===== src/rtl/i2s_ctrl_pkg.sv =====
// i2s_capture_ctrl shared types.
// Command codes, FSM states, status byte layout.
package i2s_ctrl_pkg;

  typedef enum logic [7:0] {
    CMD_START      = 8'h01,
    CMD_STOP       = 8'h02,
    CMD_FLUSH      = 8'h03,
    CMD_SET_REDUCE = 8'h04,
    CMD_STATUS     = 8'h05,
    CMD_READ       = 8'h06
  } cmd_e;

  typedef enum logic [2:0] {
    IDLE,
    CMD,
    ARG,
    STATUS,
    READ,
    DISCARD
  } state_e;

  localparam int ST_OVF     = 7;
  localparam int ST_FULL    = 6;
  localparam int ST_EMPTY   = 5;
  localparam int ST_CAP     = 4;
  localparam int ST_RED_MSB = 3;
  localparam int ST_RED_LSB = 0;

  function automatic logic [7:0] status_byte(
    input logic       ovf,
    input logic       full,
    input logic       empty,
    input logic       cap,
    input logic [3:0] red
  );
    logic [7:0] b;
    b = '0;
    b[ST_OVF]   = ovf;
    b[ST_FULL]  = full;
    b[ST_EMPTY] = empty;
    b[ST_CAP]   = cap;
    b[ST_RED_MSB:ST_RED_LSB] = red;
    return b;
  endfunction

endpackage


===== src/rtl/i2s_capture_ctrl_if.sv =====
// SPI byte port and FIFO read port of the
// capture controller.
interface i2s_capture_ctrl_if #(
  parameter int COUNT_W = 16
) ();

  logic               spi_active;
  logic               spi_rx_valid;
  logic [7:0]         spi_rx_data;
  logic [7:0]         spi_tx_data;
  logic               fifo_rd_en;
  logic [7:0]         fifo_rd_data;
  logic               fifo_empty;
  logic               fifo_full;
  logic [COUNT_W-1:0] fifo_count;

  modport master (
    input  spi_active,
    input  spi_rx_valid,
    input  spi_rx_data,
    output spi_tx_data,
    output fifo_rd_en,
    input  fifo_rd_data,
    input  fifo_empty,
    input  fifo_full,
    input  fifo_count
  );

  modport slave (
    output spi_active,
    output spi_rx_valid,
    output spi_rx_data,
    input  spi_tx_data,
    input  fifo_rd_en,
    output fifo_rd_data,
    output fifo_empty,
    output fifo_full,
    output fifo_count
  );

endinterface


===== src/rtl/i2s_capture_ctrl.sv =====
// SPI command controller for the I2S capture
// path: gating, decimation, flush, status, read.
module i2s_capture_ctrl
  import i2s_ctrl_pkg::*;
#(
  parameter int         COUNT_W        = 16,
  parameter logic [3:0] DEFAULT_REDUCE = 4'd2,
  parameter logic [7:0] ID_BYTE        = 8'hA5
) (
  input  logic               clk,
  input  logic               rst,
  i2s_capture_ctrl_if.master bus,
  output logic               cap_en,
  output logic [3:0]         cap_reduce,
  output logic               fifo_flush,
  output logic               overflow
);

  state_e             state_q, state_d;
  logic [7:0]         tx_q, tx_d;
  logic               rd_en_q, rd_en_d;
  logic               rd_pend_q;
  logic               cap_q, cap_d;
  logic [3:0]         red_q, red_d;
  logic               flush_q, flush_d;
  logic               ovf_q, ovf_d, ovf_clr;
  logic               pf_valid_q, pf_valid_d;
  logic [7:0]         pf_data_q, pf_data_d;
  logic [15:0]        snap_q, snap_d;
  logic [1:0]         idx_q, idx_d;
  logic [COUNT_W-1:0] cnt_w;
  logic [15:0]        cnt16;
  logic [7:0]         rx;
  logic               rxv;

  assign cnt_w = bus.fifo_count;
  assign cnt16 = 16'(cnt_w);
  assign rx    = bus.spi_rx_data;
  assign rxv   = bus.spi_rx_valid;

  assign bus.spi_tx_data = tx_q;
  assign bus.fifo_rd_en  = rd_en_q;
  assign cap_en          = cap_q;
  assign cap_reduce      = red_q;
  assign fifo_flush      = flush_q;
  assign overflow        = ovf_q;

  // Register all controller state.
  always_ff @(posedge clk or posedge rst) begin
    if (rst) begin
      state_q    <= IDLE;
      tx_q       <= ID_BYTE;
      rd_en_q    <= 1'b0;
      rd_pend_q  <= 1'b0;
      cap_q      <= 1'b0;
      red_q      <= DEFAULT_REDUCE;
      flush_q    <= 1'b0;
      ovf_q      <= 1'b0;
      pf_valid_q <= 1'b0;
      pf_data_q  <= 8'h00;
      snap_q     <= 16'h0000;
      idx_q      <= 2'd0;
    end else begin
      state_q    <= state_d;
      tx_q       <= tx_d;
      rd_en_q    <= rd_en_d;
      rd_pend_q  <= rd_en_q;
      cap_q      <= cap_d;
      red_q      <= red_d;
      flush_q    <= flush_d;
      ovf_q      <= ovf_d;
      pf_valid_q <= pf_valid_d;
      pf_data_q  <= pf_data_d;
      snap_q     <= snap_d;
      idx_q      <= idx_d;
    end
  end

  // Command decode, next state and next outputs.
  always_comb begin
    state_d    = state_q;
    tx_d       = tx_q;
    rd_en_d    = 1'b0;
    cap_d      = cap_q;
    red_d      = red_q;
    flush_d    = 1'b0;
    ovf_clr    = 1'b0;
    pf_valid_d = pf_valid_q;
    pf_data_d  = pf_data_q;
    snap_d     = snap_q;
    idx_d      = idx_q;

    // A popped byte is always kept, even if
    // the frame was dropped while in flight.
    if (rd_pend_q) begin
      pf_data_d  = bus.fifo_rd_data;
      pf_valid_d = 1'b1;
      if (state_q == READ)
        tx_d = bus.fifo_rd_data;
    end

    if (!bus.spi_active) begin
      state_d = IDLE;
      tx_d    = ID_BYTE;
    end else begin
      unique case (state_q)
        IDLE: begin
          state_d = CMD;
          tx_d    = ID_BYTE;
        end
        CMD: begin
          if (rxv) begin
            tx_d    = 8'h00;
            state_d = DISCARD;
            unique case (1'b1)
              (rx == CMD_START): cap_d = 1'b1;
              (rx == CMD_STOP):  cap_d = 1'b0;
              (rx == CMD_FLUSH): begin
                flush_d    = 1'b1;
                ovf_clr    = 1'b1;
                pf_valid_d = 1'b0;
              end
              (rx == CMD_SET_REDUCE): state_d = ARG;
              (rx == CMD_STATUS): begin
                state_d = STATUS;
                snap_d  = cnt16;
                idx_d   = 2'd1;
                tx_d    = status_byte(ovf_q,
                            bus.fifo_full,
                            bus.fifo_empty,
                            cap_q, red_q);
              end
              (rx == CMD_READ): begin
                state_d = READ;
                if (pf_valid_q)
                  tx_d = pf_data_q;
                else if (!bus.fifo_empty)
                  rd_en_d = 1'b1;
              end
              default: ;
            endcase
          end
        end
        ARG: begin
          if (rxv) begin
            if (rx[3:0] != 4'd0)
              red_d = rx[3:0];
            state_d = DISCARD;
            tx_d    = 8'h00;
          end
        end
        STATUS: begin
          if (rxv) begin
            unique case (idx_q)
              2'd1:    tx_d = snap_q[15:8];
              2'd2:    tx_d = snap_q[7:0];
              default: tx_d = 8'h00;
            endcase
            if (idx_q != 2'd3)
              idx_d = idx_q + 2'd1;
          end
        end
        READ: begin
          if (rxv && !rd_en_q && !rd_pend_q) begin
            pf_valid_d = 1'b0;
            if (!bus.fifo_empty)
              rd_en_d = 1'b1;
            else
              tx_d = 8'h00;
          end
        end
        DISCARD: begin
          if (rxv)
            tx_d = 8'h00;
        end
        default: state_d = IDLE;
      endcase
    end

    if (flush_d)
      rd_en_d = 1'b0;

    // Set wins over clear.
    ovf_d = (ovf_q & ~ovf_clr)
          | (cap_q & bus.fifo_full);
  end

endmodule


===== src/flat_wrapper.sv =====
// flat-port wrapper written by rule: the top's interface ports become plain ports
module i2s_capture_ctrl_flat import i2s_ctrl_pkg::*;
#(
  parameter int         COUNT_W        = 16,
  parameter logic [3:0] DEFAULT_REDUCE = 4'd2,
  parameter logic [7:0] ID_BYTE        = 8'hA5
)
  (clk, rst, cap_en, cap_reduce, fifo_flush, overflow, bus_spi_active, bus_spi_rx_valid, bus_spi_rx_data, bus_spi_tx_data, bus_fifo_rd_en, bus_fifo_rd_data, bus_fifo_empty, bus_fifo_full, bus_fifo_count);
  i2s_capture_ctrl_if #(.COUNT_W(COUNT_W)) bus_i ();
  input  logic clk;
  input  logic rst;
  output logic cap_en;
  output logic [3:0] cap_reduce;
  output logic fifo_flush;
  output logic overflow;
  input wire logic [$bits(bus_i.spi_active)-1:0] bus_spi_active;
  input wire logic [$bits(bus_i.spi_rx_valid)-1:0] bus_spi_rx_valid;
  input wire logic [$bits(bus_i.spi_rx_data)-1:0] bus_spi_rx_data;
  output wire logic [$bits(bus_i.spi_tx_data)-1:0] bus_spi_tx_data;
  output wire logic [$bits(bus_i.fifo_rd_en)-1:0] bus_fifo_rd_en;
  input wire logic [$bits(bus_i.fifo_rd_data)-1:0] bus_fifo_rd_data;
  input wire logic [$bits(bus_i.fifo_empty)-1:0] bus_fifo_empty;
  input wire logic [$bits(bus_i.fifo_full)-1:0] bus_fifo_full;
  input wire logic [$bits(bus_i.fifo_count)-1:0] bus_fifo_count;
  assign bus_i.spi_active = bus_spi_active;
  assign bus_i.spi_rx_valid = bus_spi_rx_valid;
  assign bus_i.spi_rx_data = bus_spi_rx_data;
  assign bus_spi_tx_data = bus_i.spi_tx_data;
  assign bus_fifo_rd_en = bus_i.fifo_rd_en;
  assign bus_i.fifo_rd_data = bus_fifo_rd_data;
  assign bus_i.fifo_empty = bus_fifo_empty;
  assign bus_i.fifo_full = bus_fifo_full;
  assign bus_i.fifo_count = bus_fifo_count;
  i2s_capture_ctrl #(.COUNT_W(COUNT_W), .DEFAULT_REDUCE(DEFAULT_REDUCE), .ID_BYTE(ID_BYTE)) u_core (.clk(clk), .rst(rst), .bus(bus_i), .cap_en(cap_en), .cap_reduce(cap_reduce), .fifo_flush(fifo_flush), .overflow(overflow));
endmodule

===== config.mk =====
export PLATFORM = sky130hd
export DESIGN_NAME = i2s_capture_ctrl_flat
export DESIGN_NICKNAME = d
export VERILOG_FILES = /design/src/rtl/i2s_ctrl_pkg.sv /design/src/rtl/i2s_capture_ctrl_if.sv /design/src/rtl/i2s_capture_ctrl.sv /design/src/flat_wrapper.sv
export SDC_FILE = /design/constraint.sdc
export NUM_CORES = 1
export LEC_CHECK = 0
export BUFFER_PORTS_ARGS = -buffer_cell sky130_fd_sc_hd__buf_2
export CORE_MARGIN = 4
export CORE_UTILIZATION = 30
export DETAILED_ROUTE_END_ITERATION = 7
export GPL_ROUTABILITY_DRIVEN = 0
export SETUP_SLACK_MARGIN = 0.3
export SLEW_MARGIN = 20
export SYNTH_ARGS = -nofsm -noshare
export SYNTH_HDL_FRONTEND = slang
export SYNTH_SLANG_ARGS = --single-unit

===== constraint.sdc =====
create_clock -name clk -period 7.5 [get_ports clk]
set_input_delay 0.75 -clock clk [delete_from_list [all_inputs] [get_ports clk]]
set_output_delay 0.75 -clock clk [all_outputs]
set_load 0.01 [all_outputs]

## Yosys cells after proc, flatten, opt, wreduce, memory -nomap -nowiden

Cells that the tools add are included.

| cells by class | value |
|---|---|
| add/subtract/negate cells | 1 |
| equality and inequality tests | 21 |
| multiplexer cells | 41 |
| bitwise operators | 4 |
| reduce and logical (&&, ||, !) cells | 15 |

Operator list:

| operator | number |
|---|---|
| $mux W8 | 9 |
| $pmux W8 S5 | 1 |
| $pmux W8 S2 | 2 |
| $eq A8 B3 Y1 const B | 3 |
| $eq A8 B2 Y1 const B | 2 |
| $mux W1 | 16 |
| $pmux W3 S4 | 1 |
| $reduce_and A4 Y1 | 3 |
| $mux W3 | 3 |
| $pmux W3 S3 | 1 |
| $eq A8 B1 Y1 const B | 1 |
| $mux W2 | 4 |
| $ne A2 B2 Y1 const B | 4 |
| $eq A3 B2 Y1 const B | 2 |
| $eq A3 B3 Y1 const B | 2 |
| $ne A3 B3 Y1 const B | 2 |
| $pmux W1 S2 | 3 |
| $reduce_and A6 Y1 | 1 |
| $ne A2 B1 Y1 const B | 2 |
| $pmux W2 S2 | 1 |
| $reduce_bool A2 Y1 | 2 |
| $reduce_bool A4 Y1 | 1 |
| $eq A3 B1 Y1 const B | 1 |
| $logic_not A3 Y1 | 1 |
| other kinds (11) | 14 |

| storage, ports and cells | value |
|---|---|
| bits in registers | 47 |
| bits of input ports | 38 |
| logic and storage cells | 94 |

## Depth between registers and ports, before layout

Gate-level depths: netlist of run 1.

| depth | value |
|---|---|
| word-level depth | 8 |
| depth in mapped cells | 7 |
| gate-level depth less buffers | 5 |

## Worst setup path before layout of run 1

Ideal clock, no wire load.

| timing path | value |
|---|---|
| kind | input to register |
| start point | input port bus_spi_rx_data[3] |
| end point | register u_core.snap_q[10] |
| arrival | 2.781 ns |
| required time | 7.375 ns |
| path slack | 4.594 ns |
| stages | 6 |
| cell sequence | or4_4 or4_1 buf_2 nor3b_4 buf_8 mux2_2 |

| between the ends | value |
|---|---|
| cells in the longest elaborated chain, start to end | 2 |

Ends and longest elaborated chain:

| element | line | RTL |
|---|---|---|
| start: declaration | flat_wrapper.sv:18 | `input wire logic [$bits(bus_i.spi_rx_data)-1:0] bus_spi_rx_data;` |
| $eq A8 B3 Y1 | i2s_capture_ctrl.sv:124 | `(rx == CMD_STATUS): begin` |
| $reduce_and A4 Y1 (no source line) | n/a |  |
| end signal: assignment | i2s_capture_ctrl.sv:74 | `snap_q <= snap_d;` |
| end: declaration | i2s_capture_ctrl.sv:29 | `logic [15:0] snap_q, snap_d;` |

Every way passes these cells.
A chain may end at the register's enable or synchronous reset.

## Worst setup path after layout of run 1

| timing path | value |
|---|---|
| start point | input port bus_spi_rx_data[3] |
| end point | register u_core.snap_q[6] |

The elaborated chain is that of the path after synthesis.

==> results.txt, run 1 <==
largest family of logic cells by synthesized area -> multiplexers
vias in the first global route -> 1786
count of cell types in the netlist -> 42
post-CTS sizing -> 0
min-delay src -> u_core.bus.fifo_rd_en$_DFF_PP0_
First-pass DRT Iterations -> 4
Routed Antenna Nets -> 0
crit path capture type -> flop
HP Class -> flop to flop
unrepaired setup endpoints after global routing -> no
Fin Setup TNS -> 0 ps
DP Area -> 2660 um2
CTS Buf Count -> 5
final setup vio count -> 0
first-pass GRT wire length -> 9340 um
Syn Area/Cell -> 11.7 um2
Final Hold Viols -> 0
sequential share of power -> 0.535
clock power share -> 0.343
CP Class -> input pin to flop
via count -> 1778
num rows -> 31
Worst EP arrival -> 3240 ps
power share of the combinational group -> 0.122
CP Max Fanout -> 16
max-slew violations -> 0
DR vias/cell -> 5.17
Clk pin slew, worst setup/hold paths -> 80 ps
yosys synthesis warning count -> 0
max_cap viols -> 0
commonest non-fill, non-tap cells in the layout -> 53 x buf_2, 42 x dfrtp_1, 28 x mux2_2, 9 x a21oi_1, 9 x mux2i_1
Post-synth EDFFs -> 0
relative slew slack -> 0.450
Cells after DPL -> 336
Post-synth ARST share -> 1.00
cells after synthesis -> 199
CTS tree -> yes
final wirelength -> 5850 um
Buffers on Ports -> 53
Fillers -> 757
Tmin final -> 3060 ps
met3 global-route usage -> 0.0321
# clock sinks -> 47
CTS root buf -> clkbuf_8
FF-to-FF path depth -> 4
status -> finished, final reports clean
Static Leak -> 1.27 nW
reg2reg start -> u_core.state_q[1]$_DFFE_PP0P_
GRT Util Overall -> 0.132
Die H -> 96.2 um
P_int -> 0.000400 W
compound-cell area share of the yosys netlist -> 0.153
syn nets -> 240
#FFs+latches synth -> 47
DR WL/cell -> 17.0 um
r2r setup slk -> 4740 ps
met2 usage -> 0.196
GRT overflow -> 0
PwrDens -> 191 nW/um2
clock skew -> 4.98 ps
Synth Area in XOR/XNOR -> 0
htree depth -> 2
Post-Syn Area -> 2340 um2
met1 usage -> 0.189
die area -> 9260 um2
most common cell after layout, fill and taps aside -> buf_2
Hold Path End -> u_core.rd_pend_q$_DFF_PP0_
Worst Setup Start Kind -> input pin
fin crit share -> 0.408
layout cells sized above 1 -> 0.400
Inserted Diodes -> 0
Nets -> 285
adder-cell share of the synthesized area -> 0.0161
top_reg_cell synth -> dfrtp_1
Initial Utilization -> 0.315
Design Area, Final -> 2760 um2
die width -> 96.2 um
hold-fix buffers at CTS -> 0
CP Data Required Time -> 7680 ps
reg2reg end -> u_core.snap_q[6]$_DFFE_PP0P_
Max Freq -> 0.327 GHz
hold path depth -> 0
DRC Markers -> 0
Sw Pwr -> 0.000127 W
Finished Layout Cells -> 344
clk_lat worst skew -> 290 ps
simple-gate area share of the yosys netlist -> 0.109
Synth-to-Final Area Change -> 18.3%
Worst-Margin Slew -> 824 ps
Most Crowded Layer GR -> met2
number of buffers added for setup after CTS -> 0
mux cell area share after synthesis -> 0.174
core area -> 7410 um2
Max rail drop VDD -> 0.0998 mV
drt first-iter violations -> 155
Seq/Total Area, Yosys -> 0.506
largest net degree at the start of global routing -> 48
net switching fraction of the power -> 0.242
DP HPWL -> 4330 um
initial antenna violation count -> 0
I/O pin count -> 54
Clock Tree Buf Depth -> 2
==> metal layers <==
layer / part of all wire / vias up
met5: 0 / -
met3: 0.085 / 10
met2: 0.43 / 57
met1: 0.47 / 874
li1: - / 837
met4: 0.014 / 0
==> worst max-delay path, cell delays in order <==
cell	delay, ps
buf_2	130
or4_4	570
or4_1	660
nor3b_4	720
mux2_2	410
==> power by group through the flow <==
| stage | Combinational (W) | Clock [W] | Sequential [W] |
|---|---|---|---|
| floorplan | 0.0000405 | 0 | 0.000284 |
| global placement | 0.0000639 | 0 | 0.000286 |
| detailed placement | 0.0000646 | 0 | 0.000287 |
| CTS | 0.0000650 | 0.000186 | 0.000282 |
| global route | 0.0000725 | 0.000200 | 0.000285 |
| finish | 0.0000643 | 0.000181 | 0.000282 |
==> logic make-up (layout without fill, tap and decap cells) <==
family,after synthesis,in the layout
flops,47,47
fa+ha+maj,3,3
mux,37,37
compound gates,46,46
buf+inv,23,69
simple gates,43,43
==> area by class of cell <==
cell class,count,area [um2],share of cell area
repair buffers,53,265,0.0960
inverters,8,31.3,0.0113
flip-flops and latches,47,1180,0.428
clock buffers,7,76.3,0.0276
multi-input cells,129,1050,0.382
well taps,99,124,0.0448
clock inverters,1,30.0,0.0109
==> cells in the mapped netlist, types with 2 or more instances <==
cell,instances,area share
nor2b_1,4,0.011
nand2_1,8,0.013
nor3_1,4,0.0086
ha_1,3,0.016
and3_1,2,0.0054
a21oi_1,9,0.019
dfstp_2,5,0.056
dfrtp_1,42,0.45
mux2i_1,9,0.039
o21ai_0,3,0.0064
buf_1,3,0.0048
nand3_1,3,0.0064
o221ai_1,8,0.030
mux2_2,28,0.13
or4_2,2,0.0075
clkbuf_1,10,0.016
nor4_1,3,0.0080
nand2b_1,3,0.0080
inv_1,8,0.013
a32oi_1,8,0.030
nor2_1,6,0.0096
a22o_1,8,0.030
==> registers in the layout, summed over array words and instances, names as in the netlist <==
register and flops:
u_core.pf_data_q 8, u_core.bus.spi_tx_data 8, u_core.overflow 1, u_core.bus.fifo_rd_en 1, u_core.idx_q 2, u_core.cap_reduce 4, u_core.fifo_flush 1, u_core.cap_en 1
u_core.state_q 3, u_core.pf_valid_q 1, u_core.rd_pend_q 1, u_core.snap_q 16
==> how the worst max path moves through the flow <==
stage                                   from  cells past startpoint                             to  slack, ps
after floorplan           bus_spi_rx_data[3]                      6  u_core.snap_q[10]$_DFFE_PP0P_       4590
after global placement    bus_spi_rx_data[3]                      5   u_core.snap_q[2]$_DFFE_PP0P_       4130
after detailed placement  bus_spi_rx_data[3]                      5   u_core.snap_q[6]$_DFFE_PP0P_       4090
after CTS                 bus_spi_rx_data[3]                      5   u_core.snap_q[6]$_DFFE_PP0P_       4420
after global routing      bus_spi_rx_data[3]                      5   u_core.snap_q[6]$_DFFE_PP0P_       4340
final                     bus_spi_rx_data[3]                      5   u_core.snap_q[6]$_DFFE_PP0P_       4440
==> metrics by stage <==
stage	setup slack (ps)	hold slack [ps]	utilization	total power (W)
5_1_grt	4340	472	0.373	0.000557
3_3_place_gp	4130	415	0.359	0.000350
6_report	4440	443	0.373	0.000527
4_1_cts	4420	442	0.373	0.000533
2_1_floorplan	4590	455	-	0.000324
3_5_place_dp	4090	411	0.359	0.000352
Power figures use the tool's default switching activity.
==> run 2, diff against run 1 <==
Settings changed: ABC_AREA from default to 1.
Clock period 7.5 ns to 3.2 ns, I/O delays scaled along.
==> results.txt, run 2 <==
adder-cell share of the synthesized area -> 0.0142 (-0.00188)
largest register by flop count -> u_core.snap_q
Most Crowded Layer GR -> met2
CTS tree -> yes
met2 usage -> 0.210 (+0.0142)
layout cells sized above 1 -> 0.273 (-0.128)
most frequent cell after synthesis -> nand2_1
First-pass DRT Iterations -> 4 (unchanged)
HP Class -> input pin to asynchronous set/reset pin
die width -> 102 um (+5.9%)
commonest non-fill, non-tap cells in the layout -> 112 x nand2_1, 53 x buf_2, 43 x inv_1, 42 x dfrtp_1, 19 x nor2_1
top_reg_cell synth -> dfrtp_1
GRT Util Overall -> 0.131 (-0.00146)
Synth Area in XOR/XNOR -> 0 (unchanged)
r2r setup slk -> 1410 ps (-3330 ps)
Tmin final -> 1790 ps
PwrDens -> 487 nW/um2 (+160%)
CP Max Fanout -> 32 (+16)
Fin Setup TNS -> 0 ps (unchanged)
unrepaired setup endpoints after global routing -> no
Initial Utilization -> 0.306 (-0.00889)
top cell type's share of synthesized area -> 0.397 (-0.0528)
Fillers -> 940 (+24%)
Seq/Total Area, Yosys -> 0.447 (-0.0594)
met1 usage -> 0.177 (-0.0116)
DP HPWL -> 5020 um (+16%)
#FFs+latches synth -> 47 (unchanged)
status -> finished, final reports clean
count of cell types in the netlist -> 30 (-29%)
Clk pin slew, worst setup/hold paths -> 90 ps (about the same)
Critical path buffers and inverters -> 1 (unchanged)
CP top delay family -> simple AND/OR/NAND/NOR gates
largest family of logic cells by synthesized area -> simple AND/OR/NAND/NOR gates
fin crit share -> 0.560
core area -> 8640 um2 (+17%)
number of buffers added for setup after CTS -> 0 (unchanged)
Max rail drop VDD -> 0.277 mV (+180%)
Final Hold Viols -> 0 (unchanged)
vias in the first global route -> 2267 (+27%)
top cells by count, synth -> 112 x nand2_1, 44 x inv_1, 42 x dfrtp_1, 19 x nor2_1
via count -> 2330 (+31%)
cells after synthesis -> 346 (+74%)
compound-cell area share of the yosys netlist -> 0.148 (-0.00466)
DR WL/cell -> 12.8 um (-25%)
Worst-Margin Slew -> 812 ps (-11.7 ps)
yosys synthesis warning count -> 0 (unchanged)
critical path cell sequence -> inv_2 -> nand3_2 -> nor2_4 -> nand3_4 -> nor2_1 -> a21oi_2
Yosys top cell by area -> dfrtp_1
reg2reg start -> u_core.state_q[2]$_DFFE_PP0P_
die area -> 10400 um2 (+12%)
relative slew slack -> 0.458 (+0.00784)
met3 global-route usage -> 0.0328 (+0.000708)
htree depth -> 2 (unchanged)
Clock Tree Buf Depth -> 2 (unchanged)
mux cell area share after synthesis -> 0 (-0.174)
Post-synth EDFFs -> 0 (unchanged)
reg2reg end -> u_core.snap_q[14]$_DFFE_PP0P_
I/O pin count -> 54 (unchanged)
hold-fix buffers at CTS -> 0 (unchanged)
CTS root buf -> clkbuf_8
syn nets -> 387 (+61%)
Static Leak -> 1.60 nW (+26%)
CP peak stage delay -> 470 ps (-250 ps)
Worst EP arrival -> 1980 ps (-1260 ps)
simple-gate area share of the yosys netlist -> 0.298 (+0.189)
initial antenna violation count -> 0 (unchanged)
Max Freq -> 0.558 GHz
Post-synth ARST share -> 1.00 (unchanged)
FF-to-FF path depth -> 6 (+2)
final wirelength -> 6520 um (+11%)
most common cell after layout, fill and taps aside -> nand2_1
clock skew -> 13.3 ps (+8.32 ps)
Post-Syn Area -> 2650 um2 (+13%)
Syn Area/Cell -> 7.65 um2 (-35%)
GRT overflow -> 0 (unchanged)
max-slew violations -> 0 (unchanged)
Synth-to-Final Area Change -> 17.2%
Die H -> 102 um (+5.9%)
final setup vio count -> 0 (unchanged)
CP Data Required Time -> 3380 ps (-4300 ps)
DR vias/cell -> 4.59 (-11%)
num rows -> 34 (+9.7%)
Buffers on Ports -> 53 (unchanged)
CTS Buf Count -> 5 (unchanged)
Inserted Diodes -> 0 (unchanged)
post-CTS sizing -> 0 (unchanged)
clk_lat worst skew -> 310 ps (+20 ps)
top cells by area, synth -> dfrtp_1 40%, nand2_1 16%, inv_1 6.2%, dfstp_2 5.0%, a21oi_2 4.6%
crit path capture type -> flop
max FFs per register -> 16 (unchanged)
CP Class -> flop to flop
max_cap viols -> 0 (unchanged)
# clock sinks -> 47 (unchanged)
Worst Setup Start Kind -> flop
drt first-iter violations -> 94 (-39%)
Slowest cell on crit path -> dfrtp_1
first-pass GRT wire length -> 10800 um (+16%)
DP Area -> 2990 um2 (+13%)
largest net degree at the start of global routing -> 48 (unchanged)
DRC Markers -> 0 (unchanged)
Design Area, Final -> 3100 um2 (+12%)
Routed Antenna Nets -> 0 (unchanged)
Nets -> 440 (+54%)
-- run 2: cell types whose count changed in the layout (fill, tap and decap cells not counted), moves of 13 or more --
| cell | delta |
|---|---|
| nor2_1 | +13 |
| nor2_2 | +13 |
| a21oi_2 | +14 |
| mux2_2 | -28 |
| inv_1 | +36 |
| nand2_1 | +104 |
-- run 2: worst register-to-register path, stage by stage (launching register included) --
cell and delay (ps):
dfrtp_1 470, inv_2 150, nand3_2 130, nor2_4 180, nand3_4 410, nor2_1 290
a21oi_2 50
-- run 2: cell families (layout without fill, tap and decap cells) --
| logic type | count (synthesis) | after routing |
|---|---|---|
| buffers and inverters | 58 | 112 |
| AND/OR/NAND/NOR | 175 | 175 |
| flip-flops | 47 | 47 |
| AO/OA/AOI/OAI | 63 | 63 |
| adder cells (fa/ha/maj) | 3 | 3 |
-- run 2: layer usage --
metal,vias to the layer above,wire (um)
met3,6,452
li1,1200,-
met5,-,0
met2,62,3090
met4,0,71
met1,1062,2900
-- run 2: where the power goes --
part           internal, W  switching [W]
sequential        0.000682      0.0000713
clock             0.000234       0.000201
combinational     0.000116       0.000205
total              0.00103       0.000477
-- run 2: worst max path at each step --
stage	start	end	slack (ps)	depth (start not counted)
6_report	u_core.state_q[2]$_DFFE_PP0P_	u_core.snap_q[14]$_DFFE_PP0P_	1410	6
5_1_grt	u_core.state_q[2]$_DFFE_PP0P_	u_core.snap_q[10]$_DFFE_PP0P_	1270	6
4_1_cts	u_core.state_q[2]$_DFFE_PP0P_	u_core.snap_q[14]$_DFFE_PP0P_	1410	6
3_5_place_dp	bus_spi_rx_data[4]	u_core.bus.spi_tx_data[7]$_DFF_PP1_	1360	12
3_3_place_gp	bus_spi_rx_data[4]	u_core.bus.spi_tx_data[7]$_DFF_PP1_	1370	12
2_1_floorplan	rst	u_core.bus.fifo_rd_en$_DFF_PP0_	1770	1
-- run 2: area by class of cell --
| cell class | instances | area (um2) | share of cell area |
|---|---|---|---|
| clock buffers | 7 | 76.3 | 0.0246 |
| well taps | 108 | 135 | 0.0436 |
| clock inverters | 1 | 30.0 | 0.00969 |
| flip-flops and latches | 47 | 1180 | 0.381 |
| repair buffers | 53 | 265 | 0.0856 |
| inverters | 51 | 193 | 0.0621 |
| multi-input cells | 241 | 1220 | 0.393 |
-- run 2: stage by stage --
| stage | power (W) | utilization | worst slack, ps | hold WS (ps) | instances |
|---|---|---|---|---|---|
| after floorplan | 0.000972 | - | 1770 | 437 | 346 |
| after global placement | 0.00108 | 0.347 | 1370 | 419 | 500 |
| after detailed placement | 0.00109 | 0.347 | 1360 | 437 | 500 |
| after CTS | 0.00153 | 0.359 | 1410 | 235 | 508 |
| after global routing | 0.00161 | 0.359 | 1270 | 209 | 508 |
| final | 0.00151 | 0.359 | 1410 | 135 | 508 |
